**config.mk**
```make
export PLATFORM = sky130hd
export DESIGN_NAME = key_event_decoder
export DESIGN_NICKNAME = d
export VERILOG_FILES = /design/src/rtl/key_event_decoder_pkg.sv /design/src/rtl/key_event_decoder_ms_tick_gen.sv /design/src/rtl/key_event_decoder.sv
export SDC_FILE = /design/constraint.sdc
export NUM_CORES = 1
export LEC_CHECK = 0
export CAP_MARGIN = 40
export CORE_ASPECT_RATIO = 2
export CORE_MARGIN = 5
export CORE_UTILIZATION = 60
export CTS_CLUSTER_SIZE = 16
export DETAILED_ROUTE_END_ITERATION = 7
export GPL_TIMING_DRIVEN = 1
export PLACE_DENSITY = 0.79
export SYNTH_ARGS = -nofsm -noshare
export SYNTH_HDL_FRONTEND = slang
export SYNTH_HIERARCHICAL = 1
export SYNTH_SLANG_ARGS = --single-unit
```
**constraint.sdc**
```tcl
create_clock -name CLK -period 5.1 [get_ports CLK]
set_input_delay 0.765 -clock CLK [delete_from_list [all_inputs] [get_ports CLK]]
set_output_delay 0.765 -clock CLK [all_outputs]
set_load 0.02 [all_outputs]
```
**src/rtl/key_event_decoder_pkg.sv**
```systemverilog
// Shared types for the washer key path: FSM state encoding, downstream event
// codes and small elaboration helpers.
package washer_key_pkg;

  localparam logic [2:0] ST_IDLE     = 3'd0;
  localparam logic [2:0] ST_PRESS1   = 3'd1;
  localparam logic [2:0] ST_GAP      = 3'd2;
  localparam logic [2:0] ST_WAIT_REL = 3'd3;
  localparam logic [2:0] ST_HOLD     = 3'd4;

  typedef enum logic [2:0] {
    IDLE     = ST_IDLE,
    PRESS1   = ST_PRESS1,
    GAP      = ST_GAP,
    WAIT_REL = ST_WAIT_REL,
    HOLD     = ST_HOLD
  } key_state_e;

  typedef enum logic [2:0] {
    EV_NONE   = 3'd0,
    EV_SHORT  = 3'd1,
    EV_DOUBLE = 3'd2,
    EV_LONG   = 3'd3,
    EV_REPEAT = 3'd4
  } key_event_e;

  function automatic int max3(input int a, input int b, input int c);
    int m;
    m = (a > b) ? a : b;
    return (m > c) ? m : c;
  endfunction

  // Collapses the one-hot pulse outputs into a single code for consumers.
  function automatic key_event_e event_code(input logic s, input logic d,
                                            input logic l, input logic r);
    key_event_e e;
    if (s) begin
      e = EV_SHORT;
    end else if (d) begin
      e = EV_DOUBLE;
    end else if (l) begin
      e = EV_LONG;
    end else if (r) begin
      e = EV_REPEAT;
    end else begin
      e = EV_NONE;
    end
    return e;
  endfunction

endpackage

```
**src/rtl/key_event_decoder_ms_tick_gen.sv**
```systemverilog
// Millisecond prescaler: counts 0..TICK_CYCLES-1 and flags the wrap cycle.
// clr restarts the interval so callers can time exactly from an event.
module ms_tick_gen #(
  parameter int TICK_CYCLES = 50_000
) (
  input  logic CLK,
  input  logic RST_N,
  input  logic clr,
  output logic tick
);

  localparam int PW = (TICK_CYCLES > 1) ? $clog2(TICK_CYCLES) : 1;
  localparam logic [PW-1:0] TOP = PW'(TICK_CYCLES - 1);

  logic [PW-1:0] r_presc;

  assign tick = (r_presc == TOP);

  // Prescaler counter, restarted on wrap or on request.
  always_ff @(posedge CLK or negedge RST_N) begin
    if (!RST_N) begin
      r_presc <= {PW{1'b0}};
    end else if (clr || tick) begin
      r_presc <= {PW{1'b0}};
    end else begin
      r_presc <= r_presc + PW'(1);
    end
  end

endmodule

```
**src/rtl/key_event_decoder.sv**
```systemverilog
// Classifies debounced (active-low) key gestures into single-cycle event
// pulses: short click, double click, long press and auto-repeat.
module key_event_decoder
  import washer_key_pkg::*;
#(
  parameter int TICK_CYCLES = 50_000,
  parameter int LONG_MS     = 1000,
  parameter int DBL_MS      = 300,
  parameter int REPEAT_MS   = 200
) (
  input  logic CLK,
  input  logic RST_N,
  input  logic key_press,
  output logic short_click,
  output logic double_click,
  output logic long_press,
  output logic long_repeat,
  output logic key_held
);

  localparam int MAX_MS = max3(LONG_MS, DBL_MS, REPEAT_MS);
  localparam int CNT_W  = $clog2(MAX_MS + 1);

  localparam logic [CNT_W-1:0] LONG_LAST = CNT_W'(LONG_MS - 1);
  localparam logic [CNT_W-1:0] DBL_LAST  = CNT_W'(DBL_MS - 1);
  localparam logic [CNT_W-1:0] REP_LAST  = CNT_W'(REPEAT_MS - 1);

  key_state_e       r_state;
  logic             r_key_prev;
  logic [CNT_W-1:0] r_ms_cnt;
  logic             r_short;
  logic             r_double;
  logic             r_long;
  logic             r_repeat;
  logic             r_held;

  logic w_tick;
  logic w_clr;
  logic w_press_edge;
  logic w_release_edge;
  logic w_long_hit;
  logic w_dbl_hit;
  logic w_rep_hit;
  logic w_timed;

  assign w_press_edge   = r_key_prev & ~key_press;
  assign w_release_edge = ~r_key_prev & key_press;
  assign w_long_hit     = w_tick && (r_ms_cnt == LONG_LAST);
  assign w_dbl_hit      = w_tick && (r_ms_cnt == DBL_LAST);
  assign w_rep_hit      = w_tick && (r_ms_cnt == REP_LAST);
  assign w_timed        = (r_state == PRESS1) || (r_state == GAP) || (r_state == HOLD);

  ms_tick_gen #(
    .TICK_CYCLES(TICK_CYCLES)
  ) u_tick (
    .CLK  (CLK),
    .RST_N(RST_N),
    .clr  (w_clr),
    .tick (w_tick)
  );

  // Interval restart: any transition (and each repeat) re-times from this cycle.
  always_comb begin
    w_clr = 1'b0;
    case (r_state)
      IDLE:     w_clr = w_press_edge;
      PRESS1:   w_clr = w_release_edge | w_long_hit;
      GAP:      w_clr = w_press_edge | w_dbl_hit;
      WAIT_REL: w_clr = w_release_edge;
      HOLD:     w_clr = w_release_edge | w_rep_hit;
      default:  w_clr = 1'b1;
    endcase
  end

  // Millisecond counter for the timed states.
  always_ff @(posedge CLK or negedge RST_N) begin
    if (!RST_N) begin
      r_ms_cnt <= {CNT_W{1'b0}};
    end else if (w_clr) begin
      r_ms_cnt <= {CNT_W{1'b0}};
    end else if (w_tick && w_timed) begin
      r_ms_cnt <= r_ms_cnt + CNT_W'(1);
    end else begin
      r_ms_cnt <= r_ms_cnt;
    end
  end

  // Gesture FSM with registered pulses; edges are checked before timeouts.
  always_ff @(posedge CLK or negedge RST_N) begin
    if (!RST_N) begin
      r_state    <= IDLE;
      r_key_prev <= 1'b0;
      r_short    <= 1'b0;
      r_double   <= 1'b0;
      r_long     <= 1'b0;
      r_repeat   <= 1'b0;
      r_held     <= 1'b0;
    end else begin
      r_key_prev <= key_press;
      r_short    <= 1'b0;
      r_double   <= 1'b0;
      r_long     <= 1'b0;
      r_repeat   <= 1'b0;
      case (r_state)
        IDLE: begin
          if (w_press_edge) begin
            r_state <= PRESS1;
            r_held  <= 1'b1;
          end else begin
            r_held  <= 1'b0;
          end
        end
        PRESS1: begin
          if (w_release_edge) begin
            r_state <= GAP;
            r_held  <= 1'b0;
          end else if (w_long_hit) begin
            r_state <= HOLD;
            r_long  <= 1'b1;
            r_held  <= 1'b1;
          end else begin
            r_held  <= 1'b1;
          end
        end
        GAP: begin
          if (w_press_edge) begin
            r_state  <= WAIT_REL;
            r_double <= 1'b1;
            r_held   <= 1'b1;
          end else if (w_dbl_hit) begin
            r_state  <= IDLE;
            r_short  <= 1'b1;
            r_held   <= 1'b0;
          end else begin
            r_held   <= 1'b0;
          end
        end
        WAIT_REL: begin
          if (w_release_edge) begin
            r_state <= IDLE;
            r_held  <= 1'b0;
          end else begin
            r_held  <= 1'b1;
          end
        end
        HOLD: begin
          if (w_release_edge) begin
            r_state  <= IDLE;
            r_held   <= 1'b0;
          end else if (w_rep_hit) begin
            r_repeat <= 1'b1;
            r_held   <= 1'b1;
          end else begin
            r_held   <= 1'b1;
          end
        end
        default: begin
          r_state <= IDLE;
          r_held  <= 1'b0;
        end
      endcase
    end
  end

  assign short_click  = r_short;
  assign double_click = r_double;
  assign long_press   = r_long;
  assign long_repeat  = r_repeat;
  assign key_held     = r_held;

endmodule
```
---- Yosys cells after proc, flatten, opt, wreduce, memory -nomap -nowiden ----
Index checks and enable logic that the tools add are counted.
storage, ports and cells
  register bits after elaboration ......... 35
cells by class
  reductions and logical operators ........ 13
  muxes and demuxes ....................... 24
  $add $sub $neg .......................... 2
  bitwise operators ....................... 7
  eq/ne operators ......................... 12
operator list
  cell                                             count
  2-to-1 mux 10 bit                                2
  2-to-1 mux 3 bit                                 6
  adder 16 x 1 -> 16 bit (second input constant)   1
  == test 16 bit (second input constant)           1
  2-to-1 mux 16 bit                                1
  2-to-1 mux 1 bit                                 12
  case mux 3 bit (4 select lines)                  1
  adder 10 x 1 -> 10 bit (second input constant)   1
  == test 10 bit (second input constant)           1
  == test 10 x 8 -> 1 bit (second input constant)  1
  == test 10 x 9 -> 1 bit (second input constant)  1
  == test 3 x 2 -> 1 bit (second input constant)   2
  inequality test 3 bit (second input constant)    2
  case mux 1 bit (5 select lines)                  1
  logical AND 1 bit                                4
  AND reduction 4 bit                              1
  OR reduction 2 bit                               2
  == test 3 x 1 -> 1 bit (second input constant)   1
  == test 3 bit (second input constant)            1
  logical NOT 3 bit                                1
  logical OR 1 bit                                 3
  bitwise OR 1 bit                                 3
  OR reduction 3 bit                               1
  bitwise AND 1 bit                                2
  other kinds (5)                                  6

---- Depth between registers and ports, before layout ----
Gate-level depths: netlist of the first run.
  depth after elaboration ................. 6
  mapped depth ............................ 11
  mapped depth without buffers ............ 9

---- By module ----
The synthesis of the first run kept the hierarchy.
by module, submodules not included
  module             cells an instance  times used  sequential area each (um^2)  area an instance (um^2)
  key_event_decoder  112                1           475.5                        1,069.8
  ms_tick_gen        80                 1           400.4                        792.0

---- Worst setup path before layout of the first run ----
No wires, ideal clock.
  kind .................................... reg-to-reg
  from .................................... register u_tick.r_presc[4]
  to ...................................... register u_tick.r_presc[10]
  period minus slack after synthesis ...... 2,625 ps
  setup slack ............................. 2,475 ps
  setup time .............................. 119 ps
  arrival ................................. 2,506 ps
  cell stages (with the launch flop) ...... 11
  cells stage by stage .................... dfrtp_1 -> or4b_1 -> nor4_2 -> or4b_1 -> nor3_1 -> o21a_1 -> or2_2 -> or2_1 -> buf_6 -> buf_6 -> nor2_1
on the way
  cells in the longest elaborated chain, start to end .. 6
  elaborated cells between the ends (all ways) .. 11
ends and longest elaborated chain
  item                                         RTL line                                                                   text
  start, declared                              key_event_decoder_ms_tick_gen.sv:15                                        logic [PW-1:0] r_presc;
  start signal, assigned                       key_event_decoder_ms_tick_gen.sv:22                                        r_presc <= {PW{1'b0}};
  start signal, assigned                       key_event_decoder_ms_tick_gen.sv:24                                        r_presc <= {PW{1'b0}};
  start signal, assigned                       key_event_decoder_ms_tick_gen.sv:26                                        r_presc <= r_presc + PW'(1);
  == test 16 bit (*)                           key_event_decoder_ms_tick_gen.sv:17                                        assign tick = (r_presc == TOP);
  via w_tick                                   key_event_decoder.sv:37                                                    logic w_tick;
  logical AND 1 bit, on equally long branches  key_event_decoder.sv:50, key_event_decoder.sv:48, key_event_decoder.sv:49
  bitwise OR 1 bit, on equally long branches   key_event_decoder.sv:70, key_event_decoder.sv:67, key_event_decoder.sv:68
  case mux 1 bit (5 select lines) (*)          key_event_decoder.sv:65                                                    case (r_state)
  via w_clr                                    key_event_decoder.sv:38                                                    logic w_clr;
  logical OR 1 bit (*)                         key_event_decoder_ms_tick_gen.sv:23                                        end else if (clr || tick) begin
  2-to-1 mux 16 bit (*)                        key_event_decoder_ms_tick_gen.sv:23
The timed path passes the listed nets; every way through them passes the cells marked *.
A chain may end at the register's enable or synchronous reset.

---- Worst setup path after layout of the first run ----
  from .................................... register u_tick.r_presc[0]
  to ...................................... register u_tick.r_presc[8]
The elaborated chain is that of the path after synthesis.

==> results by group, run 1 <==
Min path
  • Hold crit path type: flip-flop to flip-flop
  • Hold Path Cell Cnt: 1

Timing
  • Slew @ Worst Pin: 0.784 ns
  • Slew HR: 0.475
  • Final period util: 0.672
  • Worst Hold Slack: 0.497 ns
  • RSZ-0062 raised after global routing: no
  • Max Fclk: 0.292 GHz
  • Fin crit period: 3.43 ns
  • Final Setup Violations: 0
  • Clk_skew: 0.00589 ns
  • Final slew viol count: 0
  • TNS Setup: 0 ns
  • Final Hold Fails: 0

Floorplanning
  • Die Height: 88.8 um
  • Die Area: 4380 um^2
  • Area of the core: 2980 um^2
  • Initial Util: 0.625
  • Ports: 8
  • # rows: 28
  • Die span in x: 49.4 um

Setup path
  • Reg2Reg Setup Slack: 1.67 ns
  • Crit. End Element: flip-flop
  • Crit-path max FO: 15
  • Setup CP Type: flip-flop to flip-flop
  • Crit start category: flip-flop
  • CP required: 5.25 ns
  • R2R depth: 9
  • Worst Path Arrival: 3.58 ns

Layout
  • Share of cells above drive strength 1: 0.0808
  • Layout area overhead: 9.88%
  • Most frequent cells in the layout: dfrtp_1 (35), nor2_1 (25), xnor2_1 (13), nor3_1 (10), o21ai_0 (9)
  • Most common cell after layout, fill and taps aside: dfrtp_1
  • Nets@finish: 202
  • Fill count: 243
  • N_diodes: 0

Clock tree
  • Postcts setup bufs: 0
  • Clk buf depth: 2
  • CTS Buf Count: 5
  • Hold_buf cts: 0
  • Cells resized by post-CTS repair: 0
  • Root Buffer: clkbuf_8
  • CTS clk-pin slew, worst paths: 0.07 ns
  • Clock H-tree levels: 2
  • CTS Sinks: 35
  • Clk Latency, worst-skew pair: 0.29 ns
  • CTS tree: yes

Drt
  • Routed WL: 3840 um
  • DR pass1 iterations: 4
  • Drt drc: 0
  • Vias: 1486
  • DR WL/cell: 16.8 um
  • DR iter-0 viols: 57
  • Detailed-route vias per instance: 6.52
  • Antenna-violating nets left: 0

Yosys
  • Distinct cells, synth: 43
  • Ys Warns: 6
  • Cell Area, Synth: 1860 um^2
  • Post-Synthesis Cells: 192
  • Async S/R FF share, synth: 1.00
  • Yosys reg bits: 35
  • EDFF count, synth: 0
  • Sequential share of the synthesized area: 0.470
  • Post-synth top flop: dfrtp_1
  • Syn Nets: 197
  • Syn Area/Cell: 9.70 um^2

Global route
  • Number of global-route vias before repair: 1525
  • Initial antenna violation count: 0
  • Global-route wire length before repair: 6810 um
  • Gr usage total: 0.198
  • Largest net degree at the start of global routing: 36
  • Grt ovf: 0

Job
  • Max-Cap Viols: 0

Place
  • I/O Buffers: 7
  • Post-DP HPWL: 2670 um
  • Gpl congestion: 0.810

Power
  • P_leak: 0.796 nW
  • PD cells: 325 nW/um^2
  • Worst VDD drop: 272 uV

Status
  • Outcome: completed
==> flip-flops by register name, indices dropped and copies added, names as in the netlist <==
| signal | cells |
|---|---|
| short_click | 1 |
| long_press | 1 |
| u_tick/r_presc | 16 |
| key_held | 1 |
| r_ms_cnt | 10 |
| r_key_prev | 1 |
| r_state | 3 |
| double_click | 1 |
| long_repeat | 1 |
==> critical path: stages (launching register included) <==
cell and delay [ns]:
dfrtp_1 0.39, ha_1 0.21, nand3_1 0.29, nor4_2 0.61, or4b_1 0.51, nor3_1 0.16, o21a_1 0.42, or2_2 0.20
or2_1 0.40, nor2_1 0.11
==> area by class of cell <==
cell class                 count  area (um^2)  share of cell area
inverter                       6         22.5              0.0110
clock inverter                 3         67.6              0.0330
sequential                    35          876               0.428
tap                           30         37.5              0.0183
multi-input combinational    140          888               0.434
timing repair buffer           9         85.1              0.0416
clock buffer                   5         68.8              0.0336
==> cell families (layout without fill, tap and decap cells) <==
kind of cell	Yosys count	count (layout)	synth area share
adders and majority gates	2	2	0.0134
buffers and inverters	17	23	0.0524
xor gates and xnor gates	16	16	0.0753
muxes	1	1	0.00538
and+or+nand+nor	92	92	0.276
DFF	35	35	0.470
AOI/OAI and AO/OA	29	29	0.108
==> routing by layer <==
metal	track usage	vias up	part of all wire
met2	0.358	42	0.55
li1	-	706	-
met4	0.0907	0	0.023
met1	0.225	727	0.39
met3	0.0320	11	0.030
met5	0	-	0
==> path summary, 6_finish.rpt <==
path | endpoint | from
setup / recovery | u_tick/r_presc[8] | u_tick/r_presc[0]
min in group asynchronous | r_ms_cnt[6] | RST_N
hold reg to reg | u_tick/r_presc[0] | u_tick/r_presc[0]
max in group asynchronous | double_click | RST_N
hold / removal | u_tick/r_presc[0] | u_tick/r_presc[0]
setup reg to reg | u_tick/r_presc[8] | u_tick/r_presc[0]
==> power by group <==
| part | total [mW] | leakage [nW] | internal, mW | switching (mW) |
|---|---|---|---|---|
| logic | 0.0584 | 0.254 | 0.0246 | 0.0339 |
| clock network | 0.293 | 0.0644 | 0.195 | 0.0986 |
| registers | 0.312 | 0.477 | 0.292 | 0.0196 |
| total | 0.664 | 0.796 | 0.512 | 0.152 |
==> Yosys cell counts, drive strengths merged, types with 3 or more instances <==
| cell | number | share of area |
|---|---|---|
| nand3 | 8 | 0.022 |
| o21ai | 9 | 0.024 |
| o31ai | 4 | 0.016 |
| buf | 9 | 0.036 |
| xnor2 | 13 | 0.061 |
| nand2 | 8 | 0.016 |
| or3 | 6 | 0.020 |
| xor2 | 3 | 0.014 |
| nor4 | 6 | 0.024 |
| nor2 | 25 | 0.050 |
| nor3 | 10 | 0.027 |
| a21oi | 3 | 0.0081 |
| a211oi | 8 | 0.038 |
| dfrtp | 35 | 0.47 |
| or4b | 3 | 0.016 |
| inv | 6 | 0.012 |
| a31oi | 3 | 0.013 |
| nand4 | 8 | 0.027 |
| or4 | 3 | 0.012 |
==> per-stage QoR <==
| step | cells | util | instance area [um^2] | setup slack [ns] | power (mW) |
|---|---|---|---|---|---|
| 2_1_floorplan | 192 | - | 1860 | 2.48 | 0.362 |
| 3_3_place_gp | 220 | 0.641 | 1910 | 1.85 | 0.372 |
| 3_5_place_dp | 220 | 0.641 | 1910 | 1.72 | 0.377 |
| 4_1_cts | 228 | 0.687 | 2050 | 1.70 | 0.671 |
| 5_1_grt | 228 | 0.687 | 2050 | 1.37 | 0.695 |
| 6_report | 228 | 0.687 | 2050 | 1.67 | 0.664 |
Power figures use the tool's default switching activity.
==> run 2, diff against run 1 <==
--- a/config.mk
+++ b/config.mk
@@ -8,11 +8,11 @@
 export CAP_MARGIN = 40
 export CORE_ASPECT_RATIO = 2
 export CORE_MARGIN = 5
-export CORE_UTILIZATION = 60
+export CORE_UTILIZATION = 59
 export CTS_CLUSTER_SIZE = 16
 export DETAILED_ROUTE_END_ITERATION = 7
 export GPL_TIMING_DRIVEN = 1
-export PLACE_DENSITY = 0.79
+export PLACE_DENSITY = 0.78
 export SYNTH_ARGS = -nofsm -noshare
 export SYNTH_HDL_FRONTEND = slang
 export SYNTH_HIERARCHICAL = 1
==> constraint.sdc (replaced) <==
create_clock -name CLK -period 3.4 [get_ports CLK]
set_input_delay 0.51 -clock CLK [delete_from_list [all_inputs] [get_ports CLK]]
set_output_delay 0.51 -clock CLK [all_outputs]
set_load 0.02 [all_outputs]
==> run 2 against run 1 <==
Effect of this change: maximum frequency grew 12%; power grew 42%; register-to-register slack worse by 1.3 ns; sequential cell count unchanged; critical path depth unchanged; non-clock buffer count rose by 1; critical path type unchanged; largest power group unchanged.
==> results by group, run 2 (synthesis results as in run 1) <==
Status
  • Outcome: completed

Timing
  • Final slew viol count: 0 (unchanged)
  • Slew @ Worst Pin: 0.751 ns (-0.0328 ns)
  • Slew HR: 0.497 (+0.0220)
  • Final Hold Fails: 0 (unchanged)
  • Setup WS post-layout: 0.354 ns (-1.32 ns)
  • Final Setup Violations: 0 (unchanged)
  • Fin crit period: 3.05 ns (-0.381 ns)
  • Worst Hold Slack: 0.503 ns (+0.00629 ns)
  • TNS Setup: 0 ns (unchanged)
  • Final period util: 0.896 (+0.224)
  • Max Fclk: 0.328 GHz (+12%)
  • Clk_skew: 0.00529 ns (-0.000598 ns)
  • RSZ-0062 raised after global routing: no

Clock tree
  • Clock H-tree levels: 2 (unchanged)
  • Postcts setup bufs: 0 (unchanged)
  • Hold_buf cts: 0 (unchanged)
  • Clk Latency, worst-skew pair: 0.29 ns (about the same)
  • Cells resized by post-CTS repair: 0 (unchanged)
  • CTS Sinks: 35 (unchanged)
  • CTS tree: yes
  • Clk buf depth: 2 (unchanged)
  • CTS clk-pin slew, worst paths: 0.07 ns (about the same)
  • CTS Buf Count: 5 (unchanged)
  • Root Buffer: clkbuf_8

Layout
  • Finished Layout Cells: 230 (+0.88%)
  • Most frequent cells in the layout: dfrtp_1 (35), nor2_1 (25), xnor2_1 (13), nor3_1 (10), o21ai_0 (9)
  • N_diodes: 0 (unchanged)
  • Largest register FFs: 16 (unchanged)
  • Layout area overhead: 9.34%
  • Nets@finish: 203 (+0.50%)
  • Most common cell after layout, fill and taps aside: dfrtp_1
  • Top Registers: u_tick/r_presc (16), r_ms_cnt (10), r_state (3)
  • Share of cells above drive strength 1: 0.0854 (+0.00462)
  • Biggest register: u_tick/r_presc

Setup path
  • CP cell instances: ha_1, nand3_1, nor4_2, or4b_1, nor3_1, o21a_1, or2_2, or2_1, nor2_1
  • CP required: 3.55 ns (-1.70 ns)
  • Crit. End Element: flip-flop
  • Crit start category: flip-flop
  • Crit-path max FO: 15 (unchanged)
  • CP max-delay cell: nor4_2
  • Worst Path Arrival: 3.20 ns (-0.38 ns)
  • Setup CP Type: flip-flop to flip-flop
  • CP max stage delay: 0.56 ns (-0.05 ns)
  • Buffers & Inverters on Critical Path: 0 (unchanged)
  • Reg2Reg Setup Slack: 0.35 ns (-1.32 ns)
  • Delay-heaviest family, CP: simple AND/OR/NAND/NOR gates

Power
  • PD cells: 464 nW/um^2 (+43%)
  • Worst VDD drop: 418 uV (+54%)
  • P_leak: 0.798 nW (+0.29%)

Global route
  • Global-route wire length before repair: 6530 um (-4.2%)
  • Initial antenna violation count: 0 (unchanged)
  • Grt ovf: 0 (unchanged)
  • Gr usage total: 0.186 (-0.0119)
  • Largest net degree at the start of global routing: 36 (unchanged)
  • Number of global-route vias before repair: 1472 (-3.5%)

Job
  • Max-Cap Viols: 0 (unchanged)

Place
  • I/O Buffers: 7 (unchanged)
  • Gpl congestion: 0.827 (+2.1%)
  • Post-DP HPWL: 2810 um (+5.5%)
  • Pre-CTS setup slack: 0.349 ns (-1.37 ns)
  • Cell Count Post-Placement: 222 (+0.91%)

Floorplanning
  • # rows: 29 (+3.6%)
  • Area of the core: 3120 um^2 (+4.8%)
  • Die Area: 4450 um^2 (+1.4%)
  • Die span in x: 49.7 um (+0.67%)
  • Initial Util: 0.597 (-0.0286)
  • Ports: 8 (unchanged)
  • Die Height: 89.4 um (+0.75%)

Drt
  • Vias: 1462 (-1.6%)
  • DR pass1 iterations: 4 (unchanged)
  • Detailed-route vias per instance: 6.36 (-2.5%)
  • Antenna-violating nets left: 0 (unchanged)
  • DR iter-0 viols: 32 (-44%)
  • DR WL/cell: 16.8 um (-0.30%)
  • Routed WL: 3860 um (+0.57%)
  • Drt drc: 0 (unchanged)

Min path
  • Hold crit path type: flip-flop to flip-flop
-- run 2: changes by cell type in the layout (fill, tap and decap cells not counted) --
cell	change
clkinv_2	+1
clkinvlp_4	-1
bufinv_16	-1
buf_4	+1
clkbuf_8	+1
-- run 2: per-layer routing --
layer,track usage,vias to the layer above,wire length (um)
met2,0.362,23,2280
met3,0.0367,10,98
met5,0,-,0
li1,-,704,-
met4,0.0788,0,86
met1,0.186,725,1400
-- run 2: layout make-up --
| type | count | area, um^2 |
|---|---|---|
| repair buffers | 10 | 92.6 |
| multi-input cells | 140 | 888 |
| well taps | 31 | 38.8 |
| flip-flops and latches | 35 | 876 |
| fillers | 250 | 1080 |
| inverters | 6 | 22.5 |
| clock buffers | 6 | 82.6 |
| clock inverters | 2 | 35.0 |
-- run 2: where the power goes --
part           switching, mW  internal [mW]  leakage (nW)
sequential            0.0309          0.439         0.477
clock                  0.148          0.237        0.0612
combinational         0.0519         0.0370         0.260
-- run 2: path summary, 6_finish.rpt --
check | from | end | depth (start not counted)
max in group asynchronous | RST_N | short_click | 2
min in group asynchronous | RST_N | u_tick/r_presc[14] | 2
worst max register to register | u_tick/r_presc[0] | u_tick/r_presc[7] | 9
worst max-delay path | u_tick/r_presc[0] | u_tick/r_presc[7] | 9
worst min-delay path | u_tick/r_presc[0] | u_tick/r_presc[0] | 1
worst min register to register | u_tick/r_presc[0] | u_tick/r_presc[0] | 1
-- run 2: stage by stage --
stage	total power, mW	cell area [um^2]	utilization
floorplan	0.542	1860	-
global placement	0.560	1920	0.615
detailed placement	0.564	1920	0.615
CTS	0.954	2040	0.652
global route	0.984	2040	0.652
finish	0.944	2040	0.652
==> run 3, diff against run 2 <==
--- a/config.mk
+++ b/config.mk
@@ -12,7 +12,7 @@
 export CTS_CLUSTER_SIZE = 16
 export DETAILED_ROUTE_END_ITERATION = 7
 export GPL_TIMING_DRIVEN = 1
-export PLACE_DENSITY = 0.78
+export PLACE_DENSITY = 0.77
 export SYNTH_ARGS = -nofsm -noshare
 export SYNTH_HDL_FRONTEND = slang
 export SYNTH_HIERARCHICAL = 1
==> run 3 against run 2 <==
Effect of this change: power decreased by 1.5%; sequential cell count unchanged; clock skew increased by 0.0016 ns; via count decreased by 1.3%; critical path type unchanged; critical endpoint is now u_tick/r_presc[3]; largest power group unchanged.
==> results by group, run 3 (synthesis results as in run 1) <==
Clock tree
  • CTS tree: yes
  • Clk buf depth: 2 (unchanged)
  • Cells resized by post-CTS repair: 0 (unchanged)
  • Root Buffer: clkbuf_8
  • CTS Sinks: 35 (unchanged)
  • Hold_buf cts: 0 (unchanged)
  • CTS Buf Count: 5 (unchanged)
  • CTS clk-pin slew, worst paths: 0.07 ns (about the same)
  • Clk Latency, worst-skew pair: 0.29 ns (about the same)
  • Postcts setup bufs: 0 (unchanged)
  • Clock H-tree levels: 2 (unchanged)

Layout
  • Finished Layout Cells: 230 (unchanged)
  • Layout Utilization: 0.651 (-0.00160)
  • Nets@finish: 203 (unchanged)
  • Final instance area: 2030 um^2 (-0.25%)
  • Most frequent cells in the layout: dfrtp_1 (35), nor2_1 (25), xnor2_1 (13), nor3_1 (10), o21ai_0 (9)
  • Share of cells above drive strength 1: 0.0854 (unchanged)
  • Most common cell after layout, fill and taps aside: dfrtp_1
  • Largest register FFs: 16 (unchanged)
  • Top Registers: u_tick/r_presc (16), r_ms_cnt (10), r_state (3)
  • Biggest register: u_tick/r_presc
  • N_diodes: 0 (unchanged)
  • Layout area overhead: 9.07%

Drt
  • DR iter-0 viols: 46 (+44%)
  • Detailed-route vias per instance: 6.27 (-1.3%)
  • Routed WL: 3860 um (about the same)
  • Drt drc: 0 (unchanged)
  • Vias: 1443 (-1.3%)
  • DR WL/cell: 16.8 um (about the same)
  • DR pass1 iterations: 4 (unchanged)
  • Antenna-violating nets left: 0 (unchanged)

Setup path
  • Delay-heaviest family, CP: simple AND/OR/NAND/NOR gates
  • Crit-path max FO: 15 (unchanged)
  • CP required: 3.56 ns (about the same)
  • CP cell instances: or4b_1, nor4_2, and4b_1, a31oi_1, a22oi_1, or2_2, or2_1, nor2_1
  • CP max stage delay: 0.55 ns (about the same)
  • Crit start category: flip-flop
  • Setup CP Type: flip-flop to flip-flop
  • Worst Path Arrival: 3.23 ns (+0.03 ns)
  • CP max-delay cell: or4b_1
  • Buffers & Inverters on Critical Path: 0 (unchanged)
  • Crit. End Element: flip-flop

Place
  • Post-DP Area: 1920 um^2 (unchanged)
  • Gpl congestion: 0.777 (-6.1%)
  • Post-DP HPWL: 2870 um (+2.1%)
  • I/O Buffers: 7 (unchanged)
  • Cell Count Post-Placement: 222 (unchanged)

Global route
  • Grt ovf: 0 (unchanged)
  • Number of global-route vias before repair: 1505 (+2.2%)
  • Gr usage total: 0.199 (+0.0125)
  • Global-route wire length before repair: 6820 um (+4.4%)
  • Largest net degree at the start of global routing: 36 (unchanged)
  • Initial antenna violation count: 0 (unchanged)

Timing
  • Clk_skew: 0.00687 ns (+0.00158 ns)
  • Fin crit period: 3.07 ns (+0.0244 ns)
  • Max Fclk: 0.326 GHz (-0.79%)
  • Final Hold Fails: 0 (unchanged)
  • Slew HR: 0.511 (+0.0137)
  • Slew @ Worst Pin: 0.731 ns (-0.0205 ns)
  • RSZ-0062 raised after global routing: no
  • TNS Setup: 0 ns (unchanged)
  • Final slew viol count: 0 (unchanged)
  • Final Setup Violations: 0 (unchanged)
  • Final period util: 0.903 (+0.00718)

Status
  • Outcome: completed

Power
  • Worst VDD drop: 570 uV (+36%)
  • PD cells: 458 nW/um^2 (-1.3%)
  • Overall Power: 0.930 mW (-1.5%)
  • P_leak: 0.795 nW (-0.38%)

Floorplanning
  • Die Area: 4450 um^2 (unchanged)
  • Ports: 8 (unchanged)
  • Die span in x: 49.7 um (unchanged)
  • Area of the core: 3120 um^2 (unchanged)
  • Initial Util: 0.597 (unchanged)
  • Die Height: 89.4 um (unchanged)
  • # rows: 29 (unchanged)

Min path
  • Hold crit path type: flip-flop to flip-flop

Job
  • Max-Cap Viols: 0 (unchanged)
## run 3: final timing paths
kind / cells past startpoint / endpoint / slack, ns / from
max: 8 / u_tick/r_presc[3] / 0.33 / u_tick/r_presc[4]
min: 1 / u_tick/r_presc[0] / 0.50 / u_tick/r_presc[0]
max reg2reg: 8 / u_tick/r_presc[3] / 0.33 / u_tick/r_presc[4]
min reg2reg: 1 / u_tick/r_presc[0] / 0.50 / u_tick/r_presc[0]
max in group asynchronous: 2 / r_key_prev / 2.47 / RST_N
min in group asynchronous: 2 / u_tick/r_presc[12] / 0.61 / RST_N
## run 3: final cells by class
| type | count | area, um^2 |
|---|---|---|
| fill | 270 | 1090 |
| inverter | 6 | 22.5 |
| multi-input combinational | 140 | 888 |
| tap | 31 | 38.8 |
| sequential | 35 | 876 |
| clock inverter | 3 | 43.8 |
| timing repair buffer | 10 | 92.6 |
| clock buffer | 5 | 68.8 |
## run 3: worst reg2reg max path: stages (launching register included)
cell     delay, ns
dfrtp_1       0.41
or4b_1        0.55
nor4_2        0.48
and4b_1       0.36
a31oi_1       0.11
a22oi_1       0.34
or2_2         0.18
or2_1         0.39
nor2_1        0.12
## run 3: layer usage
layer | GRT usage | vias to the layer above | part of all wire
met5 | 0 | - | 0
met4 | 0.0740 | 0 | 0.019
met3 | 0.0367 | 7 | 0.026
met2 | 0.390 | 19 | 0.59
met1 | 0.201 | 713 | 0.37
li1 | - | 704 | -
## run 3: power by group
| part | internal, mW | total, mW | leakage [nW] | switching [mW] |
|---|---|---|---|---|
| logic | 0.0369 | 0.0880 | 0.260 | 0.0511 |
| registers | 0.439 | 0.469 | 0.477 | 0.0309 |
| clock network | 0.218 | 0.372 | 0.0581 | 0.154 |
| total | 0.694 | 0.930 | 0.795 | 0.236 |
## run 3: metrics by stage
step / hold slack [ns] / worst slack, ns
floorplan: 0.214 / 0.775
global placement: 0.473 / 0.456
detailed placement: 0.495 / 0.350
CTS: 0.505 / 0.322
global route: 0.518 / 0.0879
finish: 0.499 / 0.330
